### src/rtl/axis_pkt_sched_pkg.sv
// Shared types and constants for the two-source AXI-Stream packet scheduler.
package axis_pkt_sched_pkg;

    localparam int unsigned NUM_SRC = 2;

    typedef enum logic {
        IDLE = 1'b0,
        SEND = 1'b1
    } sched_state_t;

    typedef logic [$clog2(NUM_SRC)-1:0] src_idx_t;

    // Round-robin partner of a source index.
    function automatic src_idx_t other_src(input src_idx_t idx);
        return idx ^ src_idx_t'(1);
    endfunction

endpackage

### src/rtl/pkt_beat_counter.sv
// Beat counter for the packet in flight; flags the final beat of the packet.
module pkt_beat_counter
    import axis_pkt_sched_pkg::*;
#(
    parameter int unsigned CNTR_WIDTH = 32
) (
    input  logic                  clk,
    input  logic                  reset,
    input  logic                  clear,
    input  logic                  enable,
    input  logic [CNTR_WIDTH-1:0] length,
    output logic                  terminal
);

    logic [CNTR_WIDTH-1:0] count;

    // Count accepted beats; cleared on reset and at every new grant.
    always_ff @(posedge clk) begin
        if (reset || clear) begin
            count <= '0;
        end else if (enable) begin
            count <= count + CNTR_WIDTH'(1);
        end
    end

    assign terminal = (count == length);

endmodule

### src/rtl/axis_packet_scheduler.sv
// Round-robin packetizer: grants one of two AXI-Stream sources for a packet of
// cfg_data+1 beats and passes its data straight through to the master port.
module axis_packet_scheduler
    import axis_pkt_sched_pkg::*;
#(
    parameter int unsigned AXIS_TDATA_WIDTH = 32,
    parameter int unsigned CNTR_WIDTH       = 32
) (
    input  logic                        aclk,
    input  logic                        areset,
    input  logic [CNTR_WIDTH-1:0]       cfg_data,
    input  logic                        cfg_enable,
    input  logic [AXIS_TDATA_WIDTH-1:0] s0_axis_tdata,
    input  logic                        s0_axis_tvalid,
    output logic                        s0_axis_tready,
    input  logic [AXIS_TDATA_WIDTH-1:0] s1_axis_tdata,
    input  logic                        s1_axis_tvalid,
    output logic                        s1_axis_tready,
    output logic [AXIS_TDATA_WIDTH-1:0] m_axis_tdata,
    output logic                        m_axis_tvalid,
    output logic                        m_axis_tlast,
    input  logic                        m_axis_tready,
    output logic                        m_axis_tid,
    output logic [31:0]                 sts_packets
);

    sched_state_t          state_q, state_d;
    src_idx_t              rr_ptr;
    src_idx_t              tid_q;
    src_idx_t              grant_idx;
    logic                  grant;
    logic                  handshake;
    logic                  terminal;
    logic [CNTR_WIDTH-1:0] len_q;
    logic [31:0]           sts_q;
    logic [NUM_SRC-1:0]    src_tvalid;

    assign src_tvalid = {s1_axis_tvalid, s0_axis_tvalid};
    assign handshake  = m_axis_tvalid && m_axis_tready;
    assign m_axis_tid = tid_q;
    assign sts_packets = sts_q;

    // State register.
    always_ff @(posedge aclk) begin
        if (areset) begin
            state_q <= IDLE;
        end else begin
            state_q <= state_d;
        end
    end

    // Arbitration, next state and zero-latency datapath multiplexing.
    always_comb begin
        state_d        = state_q;
        grant          = 1'b0;
        grant_idx      = rr_ptr;
        m_axis_tvalid  = 1'b0;
        m_axis_tlast   = 1'b0;
        m_axis_tdata   = '0;
        s0_axis_tready = 1'b0;
        s1_axis_tready = 1'b0;
        case (state_q)
            IDLE: begin
                if (cfg_enable) begin
                    if (src_tvalid[rr_ptr]) begin
                        grant     = 1'b1;
                        grant_idx = rr_ptr;
                    end else if (src_tvalid[other_src(rr_ptr)]) begin
                        grant     = 1'b1;
                        grant_idx = other_src(rr_ptr);
                    end
                end
                if (grant) begin
                    state_d = SEND;
                end
            end
            SEND: begin
                m_axis_tvalid  = tid_q ? s1_axis_tvalid : s0_axis_tvalid;
                m_axis_tdata   = tid_q ? s1_axis_tdata  : s0_axis_tdata;
                s0_axis_tready = (tid_q == src_idx_t'(0)) && m_axis_tready;
                s1_axis_tready = (tid_q == src_idx_t'(1)) && m_axis_tready;
                m_axis_tlast   = terminal;
                if (m_axis_tvalid && m_axis_tready && terminal) begin
                    state_d = IDLE;
                end
            end
            default: state_d = IDLE;
        endcase
    end

    // Grant bookkeeping: packet length, owner, round-robin pointer, packet count.
    always_ff @(posedge aclk) begin
        if (areset) begin
            rr_ptr <= '0;
            tid_q  <= '0;
            len_q  <= '0;
            sts_q  <= '0;
        end else begin
            if (grant) begin
                len_q <= cfg_data;
                tid_q <= grant_idx;
            end
            if (handshake && m_axis_tlast) begin
                rr_ptr <= other_src(tid_q);
                sts_q  <= sts_q + 32'd1;
            end
        end
    end

    pkt_beat_counter #(
        .CNTR_WIDTH (CNTR_WIDTH)
    ) u_beat_cnt (
        .clk      (aclk),
        .reset    (areset),
        .clear    (grant),
        .enable   (handshake),
        .length   (len_q),
        .terminal (terminal)
    );

endmodule

### config.mk
export PLATFORM = sky130hd
export DESIGN_NAME = axis_packet_scheduler
export DESIGN_NICKNAME = d
export VERILOG_FILES = /design/src/rtl/axis_pkt_sched_pkg.sv /design/src/rtl/pkt_beat_counter.sv /design/src/rtl/axis_packet_scheduler.sv
export SDC_FILE = /design/constraint.sdc
export NUM_CORES = 1
export LEC_CHECK = 0
export ABC_AREA = 1
export CAP_MARGIN = 20
export CELL_PAD_IN_SITES_DETAIL_PLACEMENT = 0
export CELL_PAD_IN_SITES_GLOBAL_PLACEMENT = 1
export CORE_MARGIN = 4
export CORE_UTILIZATION = 30
export CTS_BUF_LIST = sky130_fd_sc_hd__clkbuf_16
export CTS_CLUSTER_SIZE = 16
export DETAILED_ROUTE_END_ITERATION = 12
export GPL_ROUTABILITY_DRIVEN = 0
export PLACE_DENSITY_LB_ADDON = 0.1
export SLEW_MARGIN = 20
export SYNTH_ARGS = -nofsm -noshare
export SYNTH_HDL_FRONTEND = slang
export SYNTH_SLANG_ARGS = --single-unit
### constraint.sdc
create_clock -name aclk -period 1.5 [get_ports aclk]
set_input_delay 0.3 -clock aclk [delete_from_list [all_inputs] [get_ports aclk]]
set_output_delay 0.3 -clock aclk [all_outputs]
set_load 0.02 [all_outputs]
==> summary.txt, run 1 <==
status - complete, but fails checks
failing checks - setup timing
dpl cells - 1765
CP endpoint kind - output pin
detailed placement HPWL - 19600 um
Static Leak - 5.67 nW
Slew @ Worst Pin - 0.379 ns
# hold bufs at CTS - 0
Die Y - 156 um
post-DR wirelength/cell - 14.9 um
antenna violations before repair - 0
slowest cell on the critical path - dfxtp_2
Synth Cell Area - 0.00655 sq mm
worst rel slew slack - 74.7%
Area Growth Syn to Fin - 94.2%
Fillers - 2007
FMAX - 0.493 GHz
Async S/R FF share, synth - 0%
crit-path max cell delay - 0.34 ns
library cells used by synthesis - 43
Initial Utilization - 30.9%
Yosys Warn Count - 0
Seq/Total Area, Yosys - 30.3%
Clock Pin Slew Worst Setup and Hold Paths - 0.08 ns
CTS root buf - clkbuf_16
total negative setup slack - -23.90 ns
final setup vio count - 114
kind of critical path - reg2out
Final min period - 2.03 ns
Arrival @ worst endpoint - 1.73 ns
Tcrit/Tclk final - 135%
CP Data Required Time - 1.20 ns
DRT iter0 DRCs - 440
startpoint types - flip-flop
max-cap violations - 0
vias - 8571
Max clock buf depth - 2
IO Port Bufs - 170
total wire length - 27300 um
CORE AREA - 0.0212 sq mm
H-tree depth - 3
nets@finish - 1661
layout cells sized above 1 - 47.6%
pin count of the biggest net entering global routing - 30
clk_lat worst skew - 0.37 ns
post-route insts no fill - 1837
Post-synth EDFFs - 0
Ant. Diodes - 0
Crit Path Max Fanout - 3
First-pass DRT Iterations - 4
top post-synthesis cells by area - dfxtp_1 (30%), nand2_1 (21%), nor2_1 (11%)
setup repair after global routing missed its margin - true
Worst Skew - 0.0117 ns
worst-path cell chain - buf_6 -> nand2_2 -> nand4_1 -> nor2_2 -> nand2_2 -> nor2_4 -> nand3_4 -> clkinv_4 -> buf_6
syn_nets - 1209
global-route wire length before repair - 41400 um
CTS Buf Count - 9
final core utilization - 59.9%
syn avg cell area - 5.93 sq um
Yosys reg bits - 99
post-route ant nets - 0
DRC errors left - 0
I/O Pins - 171
prevailing post-synth register cell - dfxtp_1
max-slew violation count - 0
Max IR drop VDD - 0.000582 V
most frequent cell after synthesis - nand2_1
number of global-route vias before repair - 8189
most area-hungry cell type in the Yosys netlist - dfxtp_1
DR vias/cell - 4.67
Buf/Inv on CP - 3
Clock Sink Count - 99
post-synthesis cell count - 1105
P per Cell Area - 561 mW/mm^2
Synth top area share - 30.3%
Rows - 53
Die ar. - 0.0243 sq mm
CTS tree - yes
commonest cells in the netlist - nand2_1 (368), nor2_1 (190), inv_1 (120), dfxtp_1 (99), nand3_1 (65)
crit-path leading delay family - simple AND/OR/NAND/NOR gates
final setup margin - -0.530 ns
Fin. Hold Viols - 0
hold crit path type - in2reg
worst slack, placed - -0.681 ns
GRT Residual Overflow - 0
total global-route track usage - 21.0%
Die W - 156 um
## path summary, 6_finish.rpt
| kind | startpoint | to | slack, ns | depth (start not counted) |
|---|---|---|---|---|
| worst max-delay path | u_beat_cnt.count[24] | m_axis_tlast | -0.53 | 9 |
| worst min-delay path | areset | u_beat_cnt.count[14] | 0.41 | 5 |
| worst min register to register | rr_ptr | rr_ptr | 0.48 | 2 |
| worst max register to register | u_beat_cnt.count[24] | sts_packets[19] | -0.38 | 11 |
## tightest hold or removal path: stages
cell,delay [ns]
buf_2,0.14
nor2_4,0.06
buf_8,0.14
o21ai_2,0.06
a21oi_1,0.03
## power breakdown
part	internal (mW)	switching [mW]	leakage (nW)	total (mW)
Clock	1.29	1.14	0.149	2.43
Sequential	2.70	0.0543	0.834	2.76
Combinational	1.01	0.941	4.69	1.95
Total	5.00	2.14	5.67	7.13
## logic make-up after synthesis
group / synth area share, %
simple gates: 48.9
buf+inv: 11.2
flops: 30.3
compound gates: 7.11
xor+xnor: 2.14
fa+ha+maj: 0.382
## layout make-up
cell class	count	area [sq um]	area share [%]
multi-input combinational	833	4940	38.9
timing repair buffer	481	4530	35.6
sequential	99	2080	16.3
inverter	132	518	4.07
tap	275	344	2.70
clock buffer	9	225	1.77
clock inverter	7	67.6	0.531
timing repair inverter	1	11.3	0.0885
## flip-flops by register name, indices dropped and copies added, names as in the netlist
register,count
m_axis_tid,1
rr_ptr,1
state_q,1
sts_packets,32
len_q,32
u_beat_cnt.count,32
## what timing repair did
action	4_1_cts	5_1_grt
gates resized for setup	370	347
pin swaps	48	89
gates cloned	7	6
setup buffers	20	36
setup endpoints to repair	145	140
## cells in the final DEF, fill, tap and decap left out, types with 8 or more instances in the layout
cell,instances
xor2_1,10
a211oi_1,19
inv_2,27
nand2_4,19
buf_4,243
a21oi_1,16
buf_6,77
clkbuf_16,13
nand2_1,243
nand2_2,108
a21oi_2,9
nand3_2,8
inv_1,102
dfxtp_2,53
nor2_2,51
nor2_4,33
dfxtp_4,8
nor3_2,9
nor2_1,134
nand3_1,55
clkdlybuf4s50_1,97
nor3_1,12
nand4_1,41
dfxtp_1,38
buf_12,16
a211oi_2,11
dlygate4sd2_1,21
## metal layers
layer | part of all wire [%] | GRT usage (%) | vias up
met1 | 48 | 29.8 | 3929
met4 | 1.6 | 4.92 | 0
met5 | 0 | 0 | -
met3 | 5.3 | 3.38 | 30
li1 | - | - | 4413
met2 | 45 | 33.7 | 199
## stage by stage
step                hold WS, ns  instance area (sq um)  total power [mW]
global route              0.423                  12700              7.45
global placement          0.456                  10500              4.30
detailed placement        0.468                  10500              4.30
floorplan                 0.441                   6680              3.45
CTS                       0.450                  11400              6.82
finish                    0.405                  12700              7.13
Note: power is estimated with default switching activity, not from simulation.
==> run 2, diff against run 1 <==
--- a/config.mk
+++ b/config.mk
@@ -12,10 +12,11 @@
 export CORE_MARGIN = 4
 export CORE_UTILIZATION = 30
 export CTS_BUF_LIST = sky130_fd_sc_hd__clkbuf_16
-export CTS_CLUSTER_SIZE = 16
+export CTS_CLUSTER_SIZE = 28
 export DETAILED_ROUTE_END_ITERATION = 12
 export GPL_ROUTABILITY_DRIVEN = 0
 export PLACE_DENSITY_LB_ADDON = 0.1
+export SKIP_CTS_REPAIR_TIMING = 1
 export SLEW_MARGIN = 20
 export SYNTH_ARGS = -nofsm -noshare
 export SYNTH_HDL_FRONTEND = slang
==> summary.txt, run 2 (synthesis gave the netlist of run 1 again) <==
status - complete, but fails checks
failing checks - setup timing
Buf/Inv on CP - 3 (unchanged)
R2R Setup Slk - -0.38 ns (about the same)
GRT Residual Overflow - 0 (unchanged)
global-route wire length before repair - 39500 um (-4.8%)
Die Y - 156 um (unchanged)
CTS Buf Count - 9 (unchanged)
R2R Path End - sts_packets[15]
Multi-input gate area - 0.00495 sq mm (+0.15%)
startpoint types - flip-flop
DRT iter0 DRCs - 375 (-15%)
hold endpoint - u_beat_cnt.count[0]
nets@finish - 1664 (+0.18%)
GR Util met3 - 3.38% (unchanged)
final setup vio count - 95 (-17%)
crit-path max cell delay - 0.35 ns (about the same)
FF-to-FF Start - len_q[22]
Slew @ Worst Pin - 0.373 ns (-0.00575 ns)
Arrival @ worst endpoint - 1.73 ns (about the same)
total global-route track usage - 20.0% (-1.0 points)
Tcrit/Tclk final - 135% (-0.18 points)
max-cap violations - 0 (unchanged)
setup repair after global routing missed its margin - true
First-pass DRT Iterations - 5 (+1)
Fillers - 2025 (+0.90%)
post-route ant nets - 0 (unchanged)
slowest cell on the critical path - dfxtp_2
Static Leak - 6.24 nW (+9.9%)
FMAX - 0.493 GHz (+0.14%)
P per Cell Area - 555 mW/mm^2 (-1.1%)
Top Usage Layer GRT - met2
IO Port Bufs - 170 (unchanged)
WHS - 0.402 ns (-0.00298 ns)
fin area - 0.0128 sq mm (+0.91%)
Clock Sink Count - 99 (unchanged)
Rows - 53 (unchanged)
H-tree depth - 3 (unchanged)
Crit Path Max Fanout - 2 (-1)
worst-path cell chain - inv_2 -> nand2_2 -> nand4_1 -> nor2_2 -> nand2_2 -> nor2_4 -> nand3_4 -> clkinv_4 -> buf_6
Max IR drop VDD - 0.000564 V (-3.1%)
max-slew violation count - 0 (unchanged)
most frequent CP cell - nand2_2
final core utilization - 60.5% (+0.55 points)
detailed placement HPWL - 19600 um (unchanged)
Register-to-Register Path Depth - 11 (unchanged)
DRC errors left - 0 (unchanged)
DR vias/cell - 4.64 (-0.55%)
I/O Pins - 171 (unchanged)
crit-path leading delay family - simple AND/OR/NAND/NOR gates
Max clock buf depth - 2 (unchanged)
vias - 8538 (-0.39%)
worst rel slew slack - 75.1% (+0.38 points)
Area Growth Syn to Fin - 96.0%
FF+latch area - 0.00206 sq mm (-0.78%)
CP endpoint kind - output pin
clk_lat worst skew - 0.37 ns (about the same)
final setup margin - -0.528 ns (+0.00277 ns)
Global Route met1 Usage - 28.7% (-1.1 points)
Die ar. - 0.0243 sq mm (unchanged)
Die W - 156 um (unchanged)
CP Data Required Time - 1.20 ns (about the same)
Ant. Diodes - 0 (unchanged)
Fin. Hold Viols - 0 (unchanged)
CTS root buf - clkbuf_16
most frequent cells in the layout - buf_4 (251), nand2_1 (239), nor2_1 (148), inv_1 (110), nand2_2 (104)
hold_sp - areset
most common cell after layout, fill and taps aside - buf_4
met2 Usage GRT - 31.4% (-2.3 points)
Final min period - 2.03 ns (-0.00277 ns)
layout cells sized above 1 - 45.5% (-2.1 points)
number of global-route vias before repair - 7847 (-4.2%)
Pwr Total - 7.12 mW (-0.19%)
DP Area - 0.0105 sq mm (unchanged)
hold crit path type - in2reg
Hold Crit Depth - 5 (unchanged)
antenna violations before repair - 0 (unchanged)
Worst Skew - 0.0121 ns (+0.000436 ns)
post-DR wirelength/cell - 14.7 um (-0.88%)
Initial Utilization - 30.9% (unchanged)
pin count of the biggest net entering global routing - 32 (+6.7%)
Clock Pin Slew Worst Setup and Hold Paths - 0.07 ns (about the same)
CORE AREA - 0.0212 sq mm (unchanged)
total wire length - 27100 um (-0.71%)
kind of critical path - reg2out
CTS tree - yes
==> run 2: changes by cell type in the layout (fill, tap and decap cells not counted), sizes merged <==
cell and change:
clkbuf -4, dlymetal6s2s +35, bufbuf -1, clkdlybuf4s15 -7
dlygate4sd2 -21, inv -1, buf +2
==> run 2: layer usage <==
metal,vias up,share of wire (%)
met5,-,0
met4,0,1.8
met3,34,4.9
met2,185,45
met1,3906,49
li1,4413,-
==> run 2: layout make-up <==
class	instances	share of cell area [%]
Sequential cell	99	16.1
Multi-Input combinational cell	833	38.6
Inverter	132	4.04
Tap cell	275	2.68
Clock buffer	9	1.75
Clock inverter	7	0.526
Timing Repair Buffer	485	36.4
==> run 2: worst min-delay path: stages <==
cell     delay [ns]
buf_2          0.14
nor2_4         0.05
buf_8          0.14
o21ai_2        0.05
a21oi_1        0.03
==> run 2: how the worst max path moves through the flow <==
stage | depth (start not counted) | end | start
after floorplan | 11 | sts_packets[30] | sts_packets[0]
final | 9 | m_axis_tlast | len_q[22]
after global placement | 10 | m_axis_tlast | len_q[23]
after detailed placement | 10 | m_axis_tlast | u_beat_cnt.count[28]
after CTS | 10 | m_axis_tlast | u_beat_cnt.count[28]
after global routing | 9 | m_axis_tlast | len_q[22]
==> run 2: power breakdown <==
part	switching (mW)	total, mW	internal, mW
Clock	1.12	2.42	1.29
Sequential	0.0548	2.75	2.70
Combinational	0.930	1.95	1.02
==> run 2: per-stage QoR <==
| stage | instances | setup WS [ns] | setup TNS [ns] |
|---|---|---|---|
| final | 1840 | -0.528 | -24.39 |
| after global routing | 1840 | -0.579 | -33.69 |
| after CTS | 1781 | -1.08 | -50.65 |
| after detailed placement | 1765 | -0.681 | -54.95 |
| after global placement | 1765 | -0.652 | -54.60 |
| after floorplan | 1105 | -0.0764 | -0.396 |
